==> config.mk <==
export PLATFORM = sky130hd
export DESIGN_NAME = puf_race_controller
export DESIGN_NICKNAME = d
export VERILOG_FILES = /design/src/rtl/puf_race_controller.sv
export SDC_FILE = /design/constraint.sdc
export NUM_CORES = 1
export LEC_CHECK = 0
export ABC_AREA = 1
export CORE_MARGIN = 3
export CORE_UTILIZATION = 39
export CTS_BUF_LIST = sky130_fd_sc_hd__clkbuf_16
export CTS_CLUSTER_DIAMETER = 200
export DETAILED_ROUTE_END_ITERATION = 10
export PLACE_DENSITY_LB_ADDON = 0.15
export SLEW_MARGIN = 20
export SYNTH_ARGS = -nofsm -noshare
export SYNTH_HDL_FRONTEND = slang
export SYNTH_SLANG_ARGS = --single-unit
==> constraint.sdc <==
create_clock -name clk -period 1.5 [get_ports clk]
set_clock_uncertainty 0.1 [all_clocks]
set_input_delay 0.225 -clock clk [delete_from_list [all_inputs] [get_ports clk]]
set_output_delay 0.225 -clock clk [all_outputs]
set_load 0.05 [all_outputs]
==> src/rtl/puf_race_controller.sv <==
// Sequences pairwise ring-oscillator races and assembles a challenge-masked PUF response.
// Each bit clears the counters, runs one race, then records the winner XOR the challenge bit.
module puf_race_controller #(
   parameter int RESP_BITS  = 8,
   parameter int SEL_W      = 3,
   parameter int CLR_CYCLES = 2,
   parameter int TIMEOUT    = 255
) (
   input  logic                 clk,
   input  logic                 rst,
   input  logic                 start,
   input  logic [RESP_BITS-1:0] challenge,
   input  logic                 fin_a,
   input  logic                 fin_b,
   output logic                 cnt_rst,
   output logic                 ro_en,
   output logic [SEL_W-1:0]     ro_sel,
   output logic                 busy,
   output logic                 done,
   output logic [RESP_BITS-1:0] response,
   output logic                 tie_err,
   output logic                 tmo_err
);

   localparam int CNT_MAX = (TIMEOUT > CLR_CYCLES) ? TIMEOUT : CLR_CYCLES;
   localparam int CNT_W   = $clog2(CNT_MAX + 1);
   localparam logic [CNT_W-1:0] CLR_LAST = CNT_W'(CLR_CYCLES - 1);
   localparam logic [CNT_W-1:0] TMO_LAST = CNT_W'(TIMEOUT);
   localparam logic [SEL_W-1:0] BIT_LAST = SEL_W'(RESP_BITS - 1);

   typedef enum logic [2:0] {IDLE, CLEAR, RACE, RECORD, FINISH} state_t;

   state_t               state_reg, state_next;
   logic [CNT_W-1:0]     cyc_reg, cyc_next;
   logic [SEL_W-1:0]     bit_reg, bit_next;
   logic [RESP_BITS-1:0] chal_reg;
   logic [RESP_BITS-1:0] resp_reg, resp_next;
   logic                 tie_err_reg, tie_err_next;
   logic                 tmo_err_reg, tmo_err_next;
   logic                 win_reg, tie_reg, tmo_reg;
   logic                 rst_hold_reg;
   logic                 race_end;
   logic [RESP_BITS-1:0] bit_hit;

   // One-hot select of the response bit currently being recorded
   generate
      for (genvar gi = 0; gi < RESP_BITS; gi++) begin : g_hit
         assign bit_hit[gi] = (bit_reg == SEL_W'(gi));
      end
   endgenerate

   // A fin pulse on the TIMEOUT cycle still counts as a result, not a timeout
   assign race_end = fin_a | fin_b | (cyc_reg == TMO_LAST);

   always_comb begin
      state_next   = state_reg;
      cyc_next     = cyc_reg;
      bit_next     = bit_reg;
      resp_next    = resp_reg;
      tie_err_next = tie_err_reg;
      tmo_err_next = tmo_err_reg;
      case (state_reg)
         IDLE: begin
            if (start) begin
               state_next   = CLEAR;
               cyc_next     = '0;
               bit_next     = '0;
               resp_next    = '0;
               tie_err_next = 1'b0;
               tmo_err_next = 1'b0;
            end
         end
         CLEAR: begin
            if (cyc_reg == CLR_LAST) begin
               state_next = RACE;
               cyc_next   = '0;
            end else begin
               cyc_next = cyc_reg + 1'b1;
            end
         end
         RACE: begin
            if (race_end) begin
               state_next = RECORD;
            end else begin
               cyc_next = cyc_reg + 1'b1;
            end
         end
         RECORD: begin
            resp_next    = (resp_reg & ~bit_hit) | (bit_hit & ({RESP_BITS{win_reg}} ^ chal_reg));
            tie_err_next = tie_err_reg | tie_reg;
            tmo_err_next = tmo_err_reg | tmo_reg;
            cyc_next     = '0;
            if (bit_reg == BIT_LAST) begin
               state_next = FINISH;
            end else begin
               bit_next   = bit_reg + 1'b1;
               state_next = CLEAR;
            end
         end
         FINISH: begin
            state_next = IDLE;
            bit_next   = '0;
         end
         default: state_next = IDLE;
      endcase
   end

   always_ff @(posedge clk) begin
      if (!rst) begin
         state_reg    <= IDLE;
         cyc_reg      <= '0;
         bit_reg      <= '0;
         chal_reg     <= '0;
         resp_reg     <= '0;
         tie_err_reg  <= 1'b0;
         tmo_err_reg  <= 1'b0;
         win_reg      <= 1'b0;
         tie_reg      <= 1'b0;
         tmo_reg      <= 1'b0;
         rst_hold_reg <= 1'b1;
      end else begin
         state_reg    <= state_next;
         cyc_reg      <= cyc_next;
         bit_reg      <= bit_next;
         resp_reg     <= resp_next;
         tie_err_reg  <= tie_err_next;
         tmo_err_reg  <= tmo_err_next;
         rst_hold_reg <= 1'b0;
         if (state_reg == IDLE && start) begin
            chal_reg <= challenge;
         end
         // Race outcome is latched at the exit edge and consumed in RECORD
         if (state_reg == RACE && race_end) begin
            win_reg <= fin_a & ~fin_b;
            tie_reg <= fin_a & fin_b;
            tmo_reg <= ~fin_a & ~fin_b;
         end
      end
   end

   // Counters are held cleared while in reset and for the edge that releases it
   assign cnt_rst  = rst_hold_reg | (state_reg == CLEAR);
   assign ro_en    = (state_reg == RACE);
   assign ro_sel   = (state_reg == CLEAR || state_reg == RACE || state_reg == RECORD) ? bit_reg : '0;
   assign busy     = (state_reg != IDLE);
   assign done     = (state_reg == FINISH);
   assign response = resp_reg;
   assign tie_err  = tie_err_reg;
   assign tmo_err  = tmo_err_reg;

endmodule

==> impl_metrics.env, run 1 <==
export IMPL_dr_total_vias=2080
export IMPL_p_leak_nw=1.26
export IMPL_setup_ws_ps=-35.9
export IMPL_gp_congestion=0.859
export IMPL_cts_tree="built"
export IMPL_synth_compound_area_share_pct=13.4
export IMPL_crit_fanout=5
export IMPL_r2r_start="state_reg[1]"
export IMPL_instances_no_fill=428
export IMPL_drtIter0Drc=214
export IMPL_synth_area_leaders="dfxtp_1 (36%), nand2_1 (18%), a21oi_1 (7.3%), inv_1 (5.1%), nor2_1 (5.1%)"
export IMPL_max_stage_delay_ps=370
export IMPL_start_kind="flip-flop"
export IMPL_wl_met2_microns=2570
export IMPL_wire_per_inst_microns=12.9
export IMPL_fmax_mhz=651
export IMPL_htreeDepth=2
export IMPL_dieHeight_microns=77.2
export IMPL_dpl_cell_area_sq_um=2740
export IMPL_root_buffer="clkbuf_16"
export IMPL_synthCells=294
export IMPL_drive_gt1_share_pct=32.7
export IMPL_core_sq_um=4820
export IMPL_r2r_setup_slack_ps=10
export IMPL_crit_required_ps=1170
export IMPL_cts_buffer_depth=2
export IMPL_slowest_stage="dfxtp_4"
export IMPL_grt_max_degree=18
export IMPL_grt_pass1_wl_microns=8690
export IMPL_wl_met3_microns=352
export IMPL_synth_nets=315
export IMPL_rows=25
export IMPL_whs_ps=351
export IMPL_postRouteAntennaNets=0
export IMPL_finalCritPeriodShare_pct=102
export IMPL_start_util_pct=41.0
export IMPL_synth_top_family_by_area="simple AND/OR/NAND/NOR gates"
export IMPL_outcome="finished, violations left"
export IMPL_clk_pin_slew_ps=60
export IMPL_yosys_area_share_simple_pct=33.1
export IMPL_cts_inserted_buffers=5
export IMPL_die_area_sq_um=5960
export IMPL_die_w_microns=77.2
export IMPL_avgSynthCellArea_sq_um=6.72
export IMPL_nets=381
export IMPL_drv_slew=0
export IMPL_io_buffers=29
export IMPL_area_delta_synth_final_pct=58.9
export IMPL_first_global_vias=1889
export IMPL_ff2ff_path_depth=7
export IMPL_met1_length_microns=2540
export IMPL_vdd_drop_max_mv=0.613
export IMPL_antennaDiodeCount=0
export IMPL_hold_path_class="flip-flop to flip-flop"
export IMPL_gr_total_overflow=0
export IMPL_max_cap_violations=0
export IMPL_pin_count=30
export IMPL_synth_common_cells="nand2_1 (93), dfxtp_1 (36), a21oi_1 (29)"
export IMPL_vias_per_cell=4.86
export IMPL_slew_headroom_pct=78.3
export IMPL_synth_adder_area_share_pct=5.07
export IMPL_critPathCaptureType="output pin"
export IMPL_grt_total_usage_pct=18.2
export IMPL_crit_type="flip-flop to output pin"
export IMPL_finalSetupViolCount=4
export IMPL_antenna_found_initial=0
export IMPL_synth_area_mux_share_pct=0
export IMPL_worstPathArrival_ps=1210
export IMPL_worst_pin_slew_ps=324
export IMPL_synth_xor_area_share_pct=3.55
export IMPL_yosysSeqAreaShare_pct=36.5
export IMPL_violations="setup timing"
export IMPL_min_from="tmo_reg"
export IMPL_final_core_util_pct=65.2
export IMPL_yosysWarningCount=0
export IMPL_synth_most_common_cell="nand2_1"
export IMPL_cts_num_sinks=36
export IMPL_hpwl_microns=3630
export IMPL_layout_min_cycle_time_ps=1540
export IMPL_drc=0
export IMPL_total_power_w=0.00338
export IMPL_grt_setup_unrepaired="true"
export IMPL_path_cells="nor2_4 -> nand2_4 -> buf_12"
export IMPL_clk_latency_ps=280
export IMPL_dp_cells=416
export IMPL_yosysTopAreaCellShare_pct=36.5
export IMPL_whs_path_depth=2
export IMPL_timing_rr_end="state_reg[0]"
export IMPL_wl_microns=5540
export IMPL_synthArstFlopShare_pct=0
export IMPL_yosysTopAreaCell="dfxtp_1"
export IMPL_synth_seq_cells=36
export IMPL_synth_flop_cell="dfxtp_1"
export IMPL_synth_cell_type_count=29
export IMPL_power_density_nw_per_um2=1080
export IMPL_final_area_sq_um=3140
export IMPL_hold_viol=0
export IMPL_synth_edf_count=0
export IMPL_first_pass_iters=4
export IMPL_min_to="tmo_reg"
export IMPL_highest_layer="met4"
export IMPL_syn_area_sq_um=1980
## placed cells by master, fill, tap and decap left out, types with 8 or more instances in the layout
cell              n
buf_4            28
nand2_1          85
dfxtp_1          27
nor2_1           24
a21oi_1          26
clkdlybuf4s50_1  12
buf_12           17
inv_1            24
nand3_1          15
o21ai_0           8
## area by class of cell
type / instances / area [sq um]
clock buffers: 5 / 125
clock inverters: 3 / 13.8
fillers: 413 / 1680
inverters: 35 / 146
multi-input cells: 217 / 1270
flip-flops and latches: 36 / 739
well taps: 67 / 83.8
repair buffers: 65 / 764
## where the power goes
part / leakage (nW) / switching, W / total, W / internal (W)
Clock: 0.0710 / 0.000388 / 0.000990 / 0.000603
Sequential: 0.297 / 0.0000835 / 0.00113 / 0.00104
Combinational: 0.887 / 0.000712 / 0.00127 / 0.000553
Total: 1.26 / 0.00118 / 0.00338 / 0.00220
## repair_timing
action	in CTS	in global routing
pin swaps	4	13
setup endpoints to repair	15	21
cloned	0	1
gates resized for setup	24	45
setup buffers	4	4
hold buffers	0	0
## worst max path at each step
| stage | from | end | slack, ps | cells past startpoint |
|---|---|---|---|---|
| after floorplan | state_reg[0] | ro_sel[0] | -420 | 2 |
| after detailed placement | fin_b | cyc_reg[5] | -120 | 7 |
| after global routing | state_reg[1] | busy | -60 | 3 |
| after global placement | start | bit_reg[2] | -100 | 8 |
| final | state_reg[1] | busy | -40 | 3 |
| after CTS | state_reg[2] | cnt_rst | -30 | 5 |
## through the flow
step,TNS [ps],setup WS [ps]
detailed placement,-1250,-121
CTS,-75.9,-27.6
finish,-100,-35.9
global route,-616,-64.8
global placement,-1240,-99.5
floorplan,-1780,-425
## routing by layer
layer / track usage (%) / vias up
li1: - / 1062
met2: 26.8 / 71
met4: 7.83 / 0
met1: 25.2 / 938
met3: 4.11 / 9
met5: 0 / -
## cells by family (layout without fill, tap and decap cells)
family / after synthesis / after routing
AO/OA/AOI/OAI: 47 / 47
buffers and inverters: 42 / 108
XOR/XNOR: 8 / 8
AND/OR/NAND/NOR: 153 / 154
flip-flops: 36 / 36
adder cells (fa/ha/maj): 8 / 8
## worst max-delay path, delay by kind of cell (launching register included)
kind | cells | cell delay, ps
buffers and inverters | 1 | 170
DFF | 1 | 370
and+or+nand+nor | 2 | 390
Note: power is estimated with default switching activity, not from simulation.
==> inputs of run 2 (changes only) <==
--- a/config.mk
+++ b/config.mk
@@ -11,7 +11,7 @@
 export CTS_BUF_LIST = sky130_fd_sc_hd__clkbuf_16
 export CTS_CLUSTER_DIAMETER = 200
 export DETAILED_ROUTE_END_ITERATION = 10
-export PLACE_DENSITY_LB_ADDON = 0.15
+export PLACE_DENSITY_LB_ADDON = 0.08
 export SLEW_MARGIN = 20
 export SYNTH_ARGS = -nofsm -noshare
 export SYNTH_HDL_FRONTEND = slang
==> run 2 against run 1 <==
Against the previous run:
- the run still ends with setup timing left
- critical path depth unchanged
- final cell count up 0.47%
- critical endpoint unchanged
- hold slack better by 0.87 ps
- critical path type unchanged
==> impl_metrics.env, run 2 (synthesis gave the netlist of run 1 again) <==
export IMPL_outcome="finished, violations left"
export IMPL_violations="setup timing"
export IMPL_die_area_sq_um=5960
export IMPL_seq_power_share_pct=32.9
export IMPL_hpwl_microns=3740
export IMPL_layout_min_cycle_time_ps=1540
export IMPL_grt_most_used_layer="met1"
export IMPL_fmax_mhz=650
export IMPL_p_int_w=0.00221
export IMPL_finalSetupViolCount=4
export IMPL_postRouteAntennaNets=0
export IMPL_antennaDiodeCount=0
export IMPL_dr_total_vias=2030
export IMPL_final_core_util_pct=66.5
export IMPL_drtIter0Drc=145
export IMPL_mostFrequentLayoutCells="nand2_1 (83), a21oi_1 (28), buf_4 (27)"
export IMPL_cts_num_sinks=36
export IMPL_cts_hold_buf=0
export IMPL_start_kind="flip-flop"
export IMPL_p_leak_nw=1.29
export IMPL_area_delta_synth_final_pct=62.1
export IMPL_crit_type="flip-flop to output pin"
export IMPL_gp_congestion=0.846
export IMPL_slew_headroom_pct=79.7
export IMPL_pin_count=30
export IMPL_setup_ws_ps=-39.0
export IMPL_multi_input_area_sq_um=1300
export IMPL_worstPathArrival_ps=1210
export IMPL_clk_pin_slew_ps=60
export IMPL_grt_max_degree=16
export IMPL_antenna_found_initial=0
export IMPL_power_density_nw_per_um2=1070
export IMPL_crit_fanout=6
export IMPL_vdd_drop_max_mv=0.722
export IMPL_grt_pass1_wl_microns=8320
export IMPL_regArea_sq_um=746
export IMPL_grt_total_usage_pct=17.4
export IMPL_combPwrFrac_pct=37.4
export IMPL_hold_path_class="flip-flop to flip-flop"
export IMPL_whs_ps=352
export IMPL_core_sq_um=4820
export IMPL_first_global_vias=1790
export IMPL_htreeDepth=2
export IMPL_worst_pin_slew_ps=303
export IMPL_drive_gt1_share_pct=34.4
export IMPL_hold_viol=0
export IMPL_clk_latency_ps=280
export IMPL_grt_setup_unrepaired="true"
export IMPL_power_frac_clock_pct=29.6
export IMPL_gr_total_overflow=0
export IMPL_root_buffer="clkbuf_16"
export IMPL_cts_inserted_buffers=5
export IMPL_groute_layer_met3_usage_pct=4.46
export IMPL_vias_per_cell=4.72
export IMPL_drc=0
export IMPL_critPathCaptureType="output pin"
export IMPL_cts_tree="built"
export IMPL_fill_cells=402
export IMPL_start_util_pct=41.0
export IMPL_finalCritPeriodShare_pct=103
export IMPL_cts_buffer_depth=2
export IMPL_dieHeight_microns=77.2
export IMPL_drv_slew=0
export IMPL_use_met2_pct=24.0
export IMPL_first_pass_iters=4
export IMPL_wl_microns=5290
export IMPL_nets=383
export IMPL_die_w_microns=77.2
export IMPL_crit_required_ps=1170
export IMPL_rows=25
export IMPL_p_switching_w=0.00121
export IMPL_wire_per_inst_microns=12.3
export IMPL_grtUsageMet1_pct=26.0
export IMPL_max_cap_violations=0
export IMPL_total_power_w=0.00342
export IMPL_switching_share_pct=35.3
export IMPL_final_common_cell="nand2_1"
export IMPL_io_buffers=29
[run 2: layout make-up]
class	instances	area share, %
clock buffers	5	3.91
well taps	67	2.62
inverters	35	4.34
clock inverters	3	0.469
multi-input cells	217	40.5
flip-flops and latches	36	23.3
repair buffers	67	24.9
[run 2: metrics by stage]
stage          std cells  setup WS (ps)  TNS, ps  cell area, sq um
6_report             430          -39.0    -88.0              3200
5_1_grt              430           -103    -1070              3200
4_1_cts              420           -107     -164              2910
3_5_place_dp         412           -109    -1110              2720
3_3_place_gp         412           -107    -1360              2720
2_1_floorplan        294           -425    -1780              1980
[run 2: final timing paths]
kind / start / to / slack [ps] / cells after the start
setup reg to reg: state_reg[1] / bit_reg[1] / 0 / 8
hold reg to reg: tmo_reg / tmo_reg / 350 / 2
setup / recovery: state_reg[1] / busy / -40 / 3
hold / removal: tmo_reg / tmo_reg / 350 / 2
[run 2: what timing repair did]
item,CTS,global route
pin swaps,5,21
resized for setup,21,57
cloned,0,1
setup endpoints to repair,17,34
buffers inserted,2,10
[run 2: critical path: stages, from the launching register on]
cell and delay (ps):
dfxtp_4 370, nor2_4 260, nand2_2 140, buf_12 170
[run 2: power by group through the flow]
| stage | logic, W | clock network [W] | registers, W |
|---|---|---|---|
| after floorplan | 0.000630 | 0 | 0.00111 |
| after global placement | 0.00100 | 0 | 0.00112 |
| after detailed placement | 0.00101 | 0 | 0.00112 |
| after CTS | 0.00106 | 0.00102 | 0.00111 |
| after global routing | 0.00139 | 0.00108 | 0.00114 |
| final | 0.00128 | 0.00101 | 0.00112 |
[run 2: metal layers]
metal	wire length, microns	share of wire (%)
met1	2650	50
met2	2240	42
met3	326	6.2
met4	65	1.2
met5	0	0
